$ cat src/rtl/instr_fetch_unit_if.sv
// Fetch-unit bundle: instruction-port read to Ram, head-of-queue handshake to
// decode/ALU, and the branch redirect path.
interface instr_fetch_unit_if;
    logic        fetch_req;
    logic [15:0] fetch_address;
    logic [31:0] fetch_out;
    logic [31:0] instr_to_alu;
    logic        instr_valid;
    logic        instr_ready;
    logic [15:0] pc_out;
    logic        redirect;
    logic [15:0] redirect_pc;
    logic        halted;

    modport master (
        output fetch_req, fetch_address, instr_to_alu, instr_valid, pc_out, halted,
        input  fetch_out, instr_ready, redirect, redirect_pc
    );

    modport slave (
        input  fetch_req, fetch_address, instr_to_alu, instr_valid, pc_out, halted,
        output fetch_out, instr_ready, redirect, redirect_pc
    );
endinterface

$ cat src/rtl/instr_fetch_unit.sv
// Instruction fetch unit: keeps a 2-entry {instr, pc} queue fed by a
// 1-cycle-latency Ram port, with redirect flush and halt-word detection.
module instr_fetch_unit #(
    parameter logic [15:0] RESET_PC  = 16'h0000,
    parameter logic [31:0] HALT_WORD = 32'hFFFF_FFFF
) (
    input  logic               clk,
    input  logic               rst,
    instr_fetch_unit_if.master bus
);
    typedef enum logic [1:0] {FETCH, DRAIN, HALT} state_t;

    state_t      r_state;
    logic [15:0] r_pc;
    logic        r_inflight;
    logic [15:0] r_inflight_pc;
    logic [31:0] r_fifo_instr [2];
    logic [15:0] r_fifo_pc    [2];
    logic        r_rd_ptr;
    logic        r_wr_ptr;
    logic [1:0]  r_count;
    logic        r_halted;

    logic        w_valid;
    logic        w_pop;
    logic        w_push;
    logic        w_fetch;
    logic [1:0]  w_occ;
    logic [31:0] w_head_instr;
    logic        w_halt_in;
    logic        w_halt_pop;

    assign w_valid      = (r_count != 2'd0);
    assign w_pop        = w_valid && bus.instr_ready;
    assign w_occ        = r_count + {1'b0, r_inflight};
    assign w_head_instr = r_fifo_instr[r_rd_ptr];

    // A fetch may be issued into a full budget only when a slot frees this cycle.
    assign w_fetch = !rst && !bus.redirect && (r_state == FETCH) &&
                     ((w_occ < 2'd2) || ((w_occ == 2'd2) && w_pop));

    // Responses are only kept while still fetching; after the halt word they are dropped.
    assign w_push     = r_inflight && (r_state == FETCH);
    assign w_halt_in  = w_push && (bus.fetch_out == HALT_WORD);
    assign w_halt_pop = (r_state == DRAIN) && w_pop && (w_head_instr == HALT_WORD);

    assign bus.fetch_req     = w_fetch;
    assign bus.fetch_address = r_pc;
    assign bus.instr_valid   = w_valid;
    assign bus.instr_to_alu  = w_valid ? w_head_instr : 32'h0;
    assign bus.pc_out        = w_valid ? r_fifo_pc[r_rd_ptr] : 16'h0;
    assign bus.halted        = r_halted;

    always_ff @(posedge clk) begin
        if (rst || bus.redirect) begin
            r_state    <= FETCH;
            r_pc       <= rst ? RESET_PC : bus.redirect_pc;
            r_inflight <= 1'b0;
            r_rd_ptr   <= 1'b0;
            r_wr_ptr   <= 1'b0;
            r_count    <= 2'd0;
            r_halted   <= 1'b0;
        end else begin
            r_inflight <= w_fetch;
            if (w_fetch)
                r_pc <= r_pc + 16'd1;
            if (w_push)
                r_wr_ptr <= ~r_wr_ptr;
            if (w_pop)
                r_rd_ptr <= ~r_rd_ptr;
            case ({w_push, w_pop})
                2'b10:   r_count <= r_count + 2'd1;
                2'b01:   r_count <= r_count - 2'd1;
                default: r_count <= r_count;
            endcase
            case (r_state)
                FETCH: if (w_halt_in) r_state <= DRAIN;
                DRAIN: if (w_halt_pop) begin
                    r_state  <= HALT;
                    r_halted <= 1'b1;
                end
                HALT:    r_state <= HALT;
                default: r_state <= FETCH;
            endcase
        end
    end

    always_ff @(posedge clk) begin
        if (w_fetch)
            r_inflight_pc <= r_pc;
        if (w_push) begin
            r_fifo_instr[r_wr_ptr] <= bus.fetch_out;
            r_fifo_pc[r_wr_ptr]    <= r_inflight_pc;
        end
    end
endmodule
$ cat src/flat_wrapper.sv
// flat-port wrapper written by rule: the top's interface ports become plain ports
module instr_fetch_unit_flat 
#(
    parameter logic [15:0] RESET_PC  = 16'h0000,
    parameter logic [31:0] HALT_WORD = 32'hFFFF_FFFF
)
  (clk, rst, bus_fetch_req, bus_fetch_address, bus_instr_to_alu, bus_instr_valid, bus_pc_out, bus_halted, bus_fetch_out, bus_instr_ready, bus_redirect, bus_redirect_pc);
  instr_fetch_unit_if bus_i ();
  input  logic clk;
  input  logic rst;
  output wire logic [$bits(bus_i.fetch_req)-1:0] bus_fetch_req;
  output wire logic [$bits(bus_i.fetch_address)-1:0] bus_fetch_address;
  output wire logic [$bits(bus_i.instr_to_alu)-1:0] bus_instr_to_alu;
  output wire logic [$bits(bus_i.instr_valid)-1:0] bus_instr_valid;
  output wire logic [$bits(bus_i.pc_out)-1:0] bus_pc_out;
  output wire logic [$bits(bus_i.halted)-1:0] bus_halted;
  input wire logic [$bits(bus_i.fetch_out)-1:0] bus_fetch_out;
  input wire logic [$bits(bus_i.instr_ready)-1:0] bus_instr_ready;
  input wire logic [$bits(bus_i.redirect)-1:0] bus_redirect;
  input wire logic [$bits(bus_i.redirect_pc)-1:0] bus_redirect_pc;
  assign bus_fetch_req = bus_i.fetch_req;
  assign bus_fetch_address = bus_i.fetch_address;
  assign bus_instr_to_alu = bus_i.instr_to_alu;
  assign bus_instr_valid = bus_i.instr_valid;
  assign bus_pc_out = bus_i.pc_out;
  assign bus_halted = bus_i.halted;
  assign bus_i.fetch_out = bus_fetch_out;
  assign bus_i.instr_ready = bus_instr_ready;
  assign bus_i.redirect = bus_redirect;
  assign bus_i.redirect_pc = bus_redirect_pc;
  instr_fetch_unit #(.RESET_PC(RESET_PC), .HALT_WORD(HALT_WORD)) u_core (.clk(clk), .rst(rst), .bus(bus_i));
endmodule
$ cat config.mk
export PLATFORM = sky130hd
export DESIGN_NAME = instr_fetch_unit_flat
export DESIGN_NICKNAME = d
export VERILOG_FILES = /design/src/rtl/instr_fetch_unit_if.sv /design/src/rtl/instr_fetch_unit.sv /design/src/flat_wrapper.sv
export SDC_FILE = /design/constraint.sdc
export NUM_CORES = 1
export LEC_CHECK = 0
export CAP_MARGIN = 20
export CORE_MARGIN = 1.5
export CORE_UTILIZATION = 30
export DETAILED_ROUTE_END_ITERATION = 8
export DONT_BUFFER_PORTS = 1
export GPL_ROUTABILITY_DRIVEN = 0
export GPL_TIMING_DRIVEN = 0
export PLACE_DENSITY = 0.52
export SETUP_SLACK_MARGIN = 0.02
export SYNTH_ARGS = -nofsm -noshare
export SYNTH_HDL_FRONTEND = slang
export SYNTH_SLANG_ARGS = --single-unit
$ cat constraint.sdc
create_clock -name clk -period 4 [get_ports clk]
set_clock_uncertainty 0.05 [all_clocks]
set_input_delay 0.6 -clock clk [delete_from_list [all_inputs] [get_ports clk]]
set_output_delay 0.6 -clock clk [all_outputs]
set_load 0.02 [all_outputs]
Yosys cells after proc, flatten, opt, wreduce, memory -nomap -nowiden

Memories as Yosys holds them, arrays and structs flattened. A register that Yosys moved wholly into a read port is not among the register bits.
Index checks and enable logic that the tools add are counted.

Word-level logic and storage cells: 60
Bits in registers: 40
RAM bits: 96
Memories: 2
Bits of input ports: 52

Memories:

| memory              | words | width | rd ports | clocked after memory_dff | write ports | line                   | source |
|---|---|---|---|---|---|---|---|
| u_core.r_fifo_instr | 2     | 32    | 1        | 1                        | 1           | instr_fetch_unit.sv:17 | `logic [31:0] r_fifo_instr [2];` |
| u_core.r_fifo_pc    | 2     | 16    | 1        | 1                        | 1           | instr_fetch_unit.sv:18 | `logic [15:0] r_fifo_pc [2];` |

Equality and inequality tests: 9
Magnitude comparators: 1
Multiplexer cells: 15
Bitwise gates (word level): 2
Reduce and logical (&&, ||, !) cells: 19
Add/subtract/negate cells: 4

Operators with widths:

| cell                    | number |
|---|---|
| $eq A32 B32 Y1 const B  | 2 |
| $mux W16                | 4 |
| $mux W32                | 1 |
| $add A16 B1 Y16 const B | 1 |
| $logic_and A1 B1 Y1     | 9 |
| $eq A2 B2 Y1 const B    | 3 |
| $mux W1                 | 6 |
| $pmux W2 S3             | 1 |
| $reduce_bool A2 Y1      | 3 |
| $eq A2 B1 Y1 const B    | 2 |
| $mux W2                 | 2 |
| $ne A2 B1 Y1 const B    | 2 |
| $pmux W2 S2             | 1 |
| $reduce_and A2 Y1       | 2 |
| $add A2 B1 Y2           | 1 |
| $add A2 B1 Y2 const B   | 1 |
| $logic_not A1 Y1        | 2 |
| $logic_not A2 Y1        | 1 |
| $logic_or A1 B1 Y1      | 2 |
| $lt A2 B2 Y1 const B    | 1 |
| $not A1 Y1              | 2 |
| $sub A2 B1 Y2 const B   | 1 |

Longest topological paths before layout

Gate-level depths: netlist of run 1.

Depth in word-level cells: 7
Gate-level depth with buffers: 9
Mapped depth without buffers: 9

Least setup slack after synthesis of run 1

Ideal clock, no wire load.

Path kind: flip-flop to flip-flop
Start: register u_core.r_state[0]
End: memory u_core.r_fifo_instr[0][0] (enable)
Arrival: 2.710 ns
Slack: 0.786 ns
Library setup time: 0.454 ns
Required time: 3.496 ns
Stages on the path, launching flop included: 5
Buffers on the path: 0
Path through: dfxtp_1 inv_1 ha_1 nand2_1 nor2_1

Word-level cells in the longest chain between the ends: 4

RTL lines:

| item                          | line                   | source |
|---|---|---|
| from (decl)                   | instr_fetch_unit.sv:13 | `state_t r_state;` |
| from (signal assigned)        | instr_fetch_unit.sv:56 | `r_state <= FETCH;` |
| from (signal assigned)        | instr_fetch_unit.sv:77 | `FETCH: if (w_halt_in) r_state <= DRAIN;` |
| from (signal assigned)        | instr_fetch_unit.sv:79 | `r_state <= HALT;` |
| $logic_not A2 Y1              | instr_fetch_unit.sv:43 | `assign w_push = r_inflight && (r_state == FETCH);` |
| $logic_and A1 B1 Y1           | instr_fetch_unit.sv:43 |  |
| $mux W1                       | instr_fetch_unit.sv:91 | `if (w_push) begin` |
| $mux W1 (not written as such) | instr_fetch_unit.sv:92 | `r_fifo_instr[r_wr_ptr] <= bus.fetch_out;` |
| to (decl)                     | instr_fetch_unit.sv:17 |  |

No other way between the ends.

Worst setup path in the final report of run 1

Start: register u_core.r_count[0]
End: register u_core.r_pc[9], in the netlist u_core.bus.fetch_address[9] (enable)

Word-level cells in the longest chain between the ends: 6
Elaborated cells on any way between the ends: 9
Classes of those cells: add/sub (1); order compare (1); eq/ne (1); reduce/logical (6)

RTL lines:

| item                                | line                   | source |
|---|---|---|
| from (decl)                         | instr_fetch_unit.sv:21 | `logic [1:0] r_count;` |
| from (signal assigned)              | instr_fetch_unit.sv:72 | `2'b10: r_count <= r_count + 2'd1;` |
| from (signal assigned)              | instr_fetch_unit.sv:73 | `2'b01: r_count <= r_count - 2'd1;` |
| from (signal assigned)              | instr_fetch_unit.sv:74 | `default: r_count <= r_count;` |
| $reduce_bool A2 Y1                  | instr_fetch_unit.sv:33 | `assign w_valid = (r_count != 2'd0);` |
| named net bus_instr_valid           | flat_wrapper.sv:14     | `output wire logic [$bits(bus_i.instr_valid)-1:0] bus_instr_valid;` |
| $logic_and A1 B1 Y1                 | instr_fetch_unit.sv:34 | `assign w_pop = w_valid && bus.instr_ready;` |
| $logic_and A1 B1 Y1                 | instr_fetch_unit.sv:40 | `((w_occ < 2'd2) \|\| ((w_occ == 2'd2) && w_pop));` |
| $logic_or A1 B1 Y1                  | instr_fetch_unit.sv:40 |  |
| $logic_and A1 B1 Y1                 | instr_fetch_unit.sv:39 | `assign w_fetch = !rst && !bus.redirect && (r_state == FETCH) &&` |
| named net bus_fetch_req             | flat_wrapper.sv:11     | `output wire logic [$bits(bus_i.fetch_req)-1:0] bus_fetch_req;` |
| $reduce_bool A2 Y1 (no source line) | n/a                    |  |
| to (signal assigned)                | instr_fetch_unit.sv:57 | `r_pc <= rst ? RESET_PC : bus.redirect_pc;` |
| to (signal assigned)                | instr_fetch_unit.sv:66 | `r_pc <= r_pc + 16'd1;` |
| to (decl)                           | instr_fetch_unit.sv:14 | `logic [15:0] r_pc;` |

The timed path passes the listed nets, and every way through them passes these cells.
A chain may end at the register's enable or synchronous reset.

==> flow_summary.toml, run 1 <==
[hold_path]
hp-start = "bus_fetch_out[9]"
hp-class = "in2reg"
hold-path-cell-count = 0
holdPathEnd = "u_core.r_fifo_instr[1][9]"

[layout]
synthToLayoutAreaGrowth_pct = 16.8
nFillCells = 1871
num-nets-final = 502
antenna_cells = 0
final_layout_size_suffix_gt1_share_pct = 10.5

[synthesis]
synth-edff-count = 128
synth_nets = 481
ys_ff_latch = 137
syn_area_um2 = 5820
synthCells = 423
async_flop_share_pct = 0
synth_area_per_cell_um2 = 13.8
ys.flop_type = "edfxtp_1"
ys_seq_area_share_pct = 69.1
yosys_warnings = 0
synth_cell_types = 37

[worst_setup_path]
worstRegToRegCells = 6
reg2reg_to = "u_core.bus.fetch_address[9]"
cp_slowest_cell = "and3_1"
critPathBufInv = 1
reg2reg_setup_slack_ns = 0.75
cp_cell_sequence = "nor2_1 > inv_1 > nand2_1 > o21ai_0 > and3_1 > nand2b_1"
worstPathArrival_ns = 3.24
cp-start-kind = "flop"
crit_required_ns = 3.99
cp.depth = 6
path_class = "reg2reg"
crit_fanout = 18
reg2reg_from = "u_core.r_count[0]"
crit_path_end_kind = "flop"
crit_family = "simple AND/OR/NAND/NOR gates"
cpPeakStageDelay_ns = 0.89

[sta]
hold_ws_ns = 0.229
min_period_over_period_pct = 81.3
report.final.slew_viol_count = 0
fmax_ghz = 0.308
rsz0062_at_grt = "false"
setup_slack_ns = 0.750
fin_crit_ns = 3.25
slew_headroom_pct = 29.7
tightest_slew_ns = 1.06
setup_viol = 0
hold_viol = 0

[floorplanning]
die_h_um = 142
initial_utilization_pct = 30.8
dieWidth_um = 142
core_area_um2 = 18900
row_count = 50
die-area_um2 = 20300
pin_count = 119

[place]
port-buffer-count = 0
pre_cts_slack_ns = 0.661
hpwl_um = 9930

[job]
maxCapViolCount = 0

[pwr]
combPwrFrac_pct = 4.7
power.switching_uw = 758
switching_share_pct = 21.8
p_seq_share_pct = 49.0
cellPowerDensity_nw_per_um2 = 511
leakagePower_uw = 0.00221
peakVddDrop_mv = 0.275
clockPowerShare_pct = 46.3
p_int_uw = 2720

[detailed_routing]
firstDrtPassIters = 4
routed_wirelength_um = 13700
drc = 0
postRouteAntennaNets = 0
drt-vias-per-instance = 4.75
vias = 3400
drtIter0Drc = 262
wl_per_cell_um = 19.1

[global_routing]
grt_max_degree = 35
antenna_found_initial = 0
grt_usage_pct = 13.8
grt_pass1_wl_um = 20400
grt_pass1_vias = 3504
grt-ovfl-total = 0

[clock_network]
clkTransAtPathRegs_ns = 0.06
hold_buffers = 0
postCtsSetupRepairBufs = 0
tritoncts = "yes"
cts_buffers = 17
clock-sinks = 137
clk_path_buf_depth = 2
htreeDepth = 4
cts_root_buf = "clkbuf_16"
clk_latency_ns = 0.41
cts_resized = 0

[status]
outcome = "finished clean"
==> layout make-up <==
type / instances / area, µm² / area share (%)
sequential: 137 / 4020 / 59.1
buffer: 16 / 83.8 / 1.23
tap: 260 / 325 / 4.78
multi-input combinational: 259 / 1680 / 24.8
inverter: 11 / 41.3 / 0.607
clock buffer: 17 / 425 / 6.25
timing repair buffer: 2 / 40.0 / 0.588
clock inverter: 14 / 180 / 2.65
==> routing by layer <==
layer  vias to the layer above  wire (µm)  global-route usage [%]
li1                       1603          -                       -
met1                      1678       5780                    17.0
met2                       111       6620                    22.1
met3                         8       1140                    5.62
met4                         0        115                    4.72
met5                         -          0                       0
==> power groups by stage <==
stage	combinational, µW	sequential, µW	clock (µW)
after global placement	161	1730	0
after floorplan	126	1710	0
after global routing	180	1710	1700
after detailed placement	166	1730	0
final	164	1700	1610
after CTS	167	1700	1640
==> worst max path at each step <==
stage	to	start
final	u_core.bus.fetch_address[9]	u_core.r_count[0]
after global routing	u_core.bus.fetch_address[12]	u_core.r_count[0]
after CTS	u_core.bus.fetch_address[3]	u_core.r_count[0]
after detailed placement	u_core.bus.fetch_address[7]	u_core.r_count[0]
after global placement	u_core.r_fifo_pc[0][12]	u_core.r_state[0]
after floorplan	u_core.r_fifo_instr[0][0]	u_core.r_state[0]
==> layout by cell type (no fill, tap or decap), types with 2 or more instances in the layout <==
cell | netlist | layout
xor2_1 | 11 | 11
buf_2 | 4 | 4
nand2_2 | 2 | 2
o41ai_1 | 2 | 2
dfxtp_1 | 9 | 9
clkbuf_16 | 0 | 17
and3_1 | 6 | 5
buf_12 | 0 | 2
nand2b_1 | 6 | 6
edfxtp_1 | 128 | 128
buf_1 | 2 | 2
clkinv_2 | 0 | 4
ha_1 | 6 | 6
xnor2_1 | 9 | 9
nand2_1 | 10 | 10
a21oi_1 | 15 | 15
a41oi_2 | 2 | 2
o21ai_1 | 2 | 2
and2b_1 | 2 | 2
clkbuf_1 | 8 | 8
clkinv_1 | 0 | 2
o21bai_2 | 2 | 2
nand3_1 | 20 | 20
nor2_1 | 77 | 76
nor3_1 | 9 | 9
mux2i_1 | 48 | 48
inv_1 | 11 | 11
o311ai_0 | 2 | 2
clkinvlp_4 | 0 | 2
bufinv_16 | 0 | 4
or2_1 | 4 | 4
nand4_1 | 14 | 14
a211oi_1 | 2 | 2
==> synthesized netlist by cell type, types with 4 or more instances <==
cell	number	area, µm²
and3_1	6	37.5
xnor2_1	9	78.8
or2_1	4	25.0
dfxtp_1	9	180
mux2i_1	48	480
clkbuf_1	8	30.0
inv_1	11	41.3
edfxtp_1	128	3840
a21oi_1	15	75.1
nor3_1	9	45.0
nand4_1	14	87.6
buf_2	4	20.0
xor2_1	11	96.3
nand2_1	10	37.5
nand3_1	20	100
nand2b_1	6	37.5
ha_1	6	75.1
nor2_1	77	289
==> sequential cells by signal, summed over array words and instances, names as in the netlist, named ones only <==
| register | cells |
|---|---|
| u_core.r_state | 2 |
| u_core.r_inflight_pc | 16 |
| u_core.r_wr_ptr | 1 |
| u_core.r_rd_ptr | 1 |
| u_core.bus.fetch_address | 16 |
| u_core.bus.halted | 1 |
| u_core.r_fifo_pc | 32 |
| u_core.r_inflight | 1 |
| u_core.r_fifo_instr | 64 |
| u_core.r_count | 2 |
==> cell families (layout without fill, tap and decap cells) <==
family | after synthesis | in the layout | share of synthesized area [%]
AOI/OAI and AO/OA | 32 | 32 | 3.95
xor gates and xnor gates | 20 | 20 | 3.01
adders and majority gates | 6 | 6 | 1.29
buffers and inverters | 27 | 60 | 2.15
DFF | 137 | 137 | 69.1
muxes | 48 | 48 | 8.25
and+or+nand+nor | 153 | 153 | 12.3
==> stage by stage <==
stage	total power [µW]	utilization (%)	cell area [µm²]	TNS, ns	std cells
5_1_grt	3590	36.0	6800	0	716
6_report	3480	36.0	6800	0	716
3_3_place_gp	1890	32.5	6150	-29.50	683
3_5_place_dp	1900	32.8	6200	0	685
4_1_cts	3510	36.0	6800	0	716
2_1_floorplan	1840	-	5820	0	423
==> worst reg2reg max path: stages, from the launching register on <==
cell	delay [ns]
dfxtp_1	0.40
nor2_1	0.12
inv_1	0.24
nand2_1	0.21
o21ai_0	0.23
and3_1	0.89
nand2b_1	0.73
Power figures use the tool's default switching activity.
==> run 2: changes to the inputs <==
Settings changed: ABC_AREA from default to 1, PLACE_DENSITY 0.52 to 0.53.
Clock period 4 ns to 2.7 ns, I/O delays scaled along.
==> flow_summary.toml, run 2 <==
[status]
outcome = "finished clean"

[synthesis]
synth_top_area_cell = "edfxtp_1"
yosysMostFrequentCell = "nand2_1"
synth_area_per_cell_um2 = 11.0
synth_nets = 586
synth-edff-count = 128
synthTopCellsByCount = "nand2_1, edfxtp_1, a21oi_1"
synth_top_area_share_pct = 66.3
synth_cell_types = 29
ys_seq_area_share_pct = 69.4
yosys_warnings = 0
netlist_top_cells_area = "edfxtp_1, nand2_1, a21oi_1, dfxtp_1, nor2_1"
async_flop_share_pct = 0
ys.flop_type = "edfxtp_1"
ys_ff_latch = 137
synthCells = 528
syn_area_um2 = 5800

[pwr]
power.switching_uw = 1200
combPwrFrac_pct = 5.2
finalPower_uw = 5060
leakagePower_uw = 0.00251
cellPowerDensity_nw_per_um2 = 728
p_int_uw = 3860
switching_share_pct = 23.7
p_seq_share_pct = 49.1
clockPowerShare_pct = 45.8
peakVddDrop_mv = 0.464

[clock_network]
tritoncts = "yes"
cts_buffers = 17
postCtsSetupRepairBufs = 0
clk_latency_ns = 0.42
cts_root_buf = "clkbuf_16"
clkTransAtPathRegs_ns = 0.06
clock-sinks = 137
htreeDepth = 4
clk_path_buf_depth = 2

[worst_setup_path]
cp-start-kind = "flop"
reg2reg_setup_slack_ns = 0.40
crit_required_ns = 2.25
crit_path_end_kind = "primary output"
reg2reg_from = "u_core.r_count[0]"
worstPathArrival_ns = 2.08
path_class = "reg2out"
worstRegToRegCells = 7
crit_fanout = 10
reg2reg_to = "u_core.bus.fetch_address[5]"

[floorplanning]
die-area_um2 = 20200
dieWidth_um = 142
initial_utilization_pct = 30.8
die_h_um = 142
pin_count = 119
core_area_um2 = 18800
row_count = 50

[detailed_routing]
drt-vias-per-instance = 4.66
routed_wirelength_um = 14000
firstDrtPassIters = 5
drtIter0Drc = 229
vias = 3865
drc = 0
postRouteAntennaNets = 0
wl_per_cell_um = 16.8

[sta]
min_period_over_period_pct = 93.7
rsz0062_at_grt = "true"
fmax_ghz = 0.395
hold_viol = 0
setup_viol = 0
fin_setup_tns_ns = 0
slew_headroom_pct = 52.4
setup_slack_ns = 0.169
tightest_slew_ns = 0.712
report.final.slew_viol_count = 0
fin_crit_ns = 2.53
hold_ws_ns = 0.0276

[layout]
antenna_cells = 0
regArea_um2 = 4020
final_layout_size_suffix_gt1_share_pct = 14.7
regMostFlops = "u_core.r_fifo_instr"
final_common_cell = "nand2_1"
num-nets-final = 615
multi_input_area_um2 = 1670
largest_reg_flops = 64
mostFrequentLayoutCells = "nand2_1, edfxtp_1, nor2_1"
nFillCells = 1815
top_regs = "u_core.r_fifo_instr (64), u_core.r_fifo_pc (32)"
synthToLayoutAreaGrowth_pct = 20.1
final_core_util_pct = 37.0

[hold_path]
hp-class = "in2reg"
holdPathEnd = "u_core.r_fifo_instr[1][8]"
hold-path-cell-count = 0
hp-start = "bus_fetch_out[8]"

[global_routing]
antenna_found_initial = 0
grt_pass1_vias = 3929
grt_pass1_wl_um = 21200
grt_max_degree = 28
grt-ovfl-total = 0
grt_usage_pct = 14.4

[place]
port-buffer-count = 0
pre_cts_slack_ns = 0.189
hpwl_um = 9780

[job]
maxCapViolCount = 0
[run 2: cell count changes after synthesis, sizes merged, moves of 6 or more]
cell    before  now
a21oi       15   55
and3         6    0
inv         11   31
mux2i       48    0
nand2       12  186
nand2b       6    0
nand3       20   10
nand4       14    6
nor2        77   35
o21ai        4   25
xnor2        9    0
xor2        11    1
[run 2: kinds of logic (layout without fill, tap and decap cells)]
group	after synthesis	count (layout)	synth area share, %
AO/OA/AOI/OAI	86	86	7.82
flip-flops	137	137	69.4
buffers and inverters	50	90	4.21
XOR/XNOR	1	1	0.151
adder cells (fa/ha/maj)	6	6	1.30
AND/OR/NAND/NOR	248	250	17.1
[run 2: worst max path at each step]
stage / slack (ns) / endpoint / cells after the start / from
after CTS: 0.04 / bus_pc_out[5] / 5 / flop
after detailed placement: 0.19 / bus_instr_to_alu[24] / 6 / u_core.r_count[0]
after global placement: -0.63 / u_core.r_fifo_instr[1][8] / 4 / u_core.r_state[1]
after global routing: 0.02 / bus_instr_to_alu[4] / 5 / u_core.r_count[0]
final: 0.17 / bus_pc_out[11] / 6 / flop
after floorplan: 0.13 / u_core.bus.fetch_address[0] / 6 / u_core.r_count[0]
[run 2: final cells by class]
type	instances	area share (%)
repair buffers	9	1.55
inverters	32	1.80
flip-flops and latches	137	57.8
multi-input cells	343	24.0
plain buffers	17	1.71
clock buffers	17	6.11
clock inverters	15	2.35
well taps	260	4.67
[run 2: metrics by stage]
step / std cells / instance area [µm²]
after detailed placement: 791 / 6190
after CTS: 825 / 6860
after floorplan: 528 / 5810
final: 830 / 6960
after global routing: 830 / 6960
after global placement: 788 / 6130
[run 2: power groups by stage]
stage               Combinational, µW  Sequential, µW  Clock [µW]
floorplan                         175            2520           0
global placement                  226            2530           0
detailed placement                240            2530           0
CTS                               251            2490        2360
global route                      290            2490        2460
finish                            261            2490        2320
[run 2: per-layer routing]
layer  GRT usage (%)  vias up  part of all wire [%]
li1                -     1886                     -
met1            16.2     1834                    42
met2            24.2      119                    49
met3            5.99       26                   7.3
met4            5.86        0                   2.3
met5               0        -                     0
[run 2: worst max-delay path, stage by stage (launching register included)]
cell      delay, ns
dfxtp_1        0.31
buf_6          0.14
clkinv_4       0.09
buf_4          0.19
clkbuf_1       0.39
nand2_1        0.12
a21oi_1        0.41
[run 2: what timing repair did]
| item | 4_1_cts | 5_1_grt |
|---|---|---|
| setup endpoints to repair | 22 | 18 |
| hold buffers | 0 | 6 |
| hold endpoints to repair | 0 | 11 |
| gates cloned | 2 | 0 |
| resized for setup | 17 | 12 |
| pin swaps | 1 | 1 |
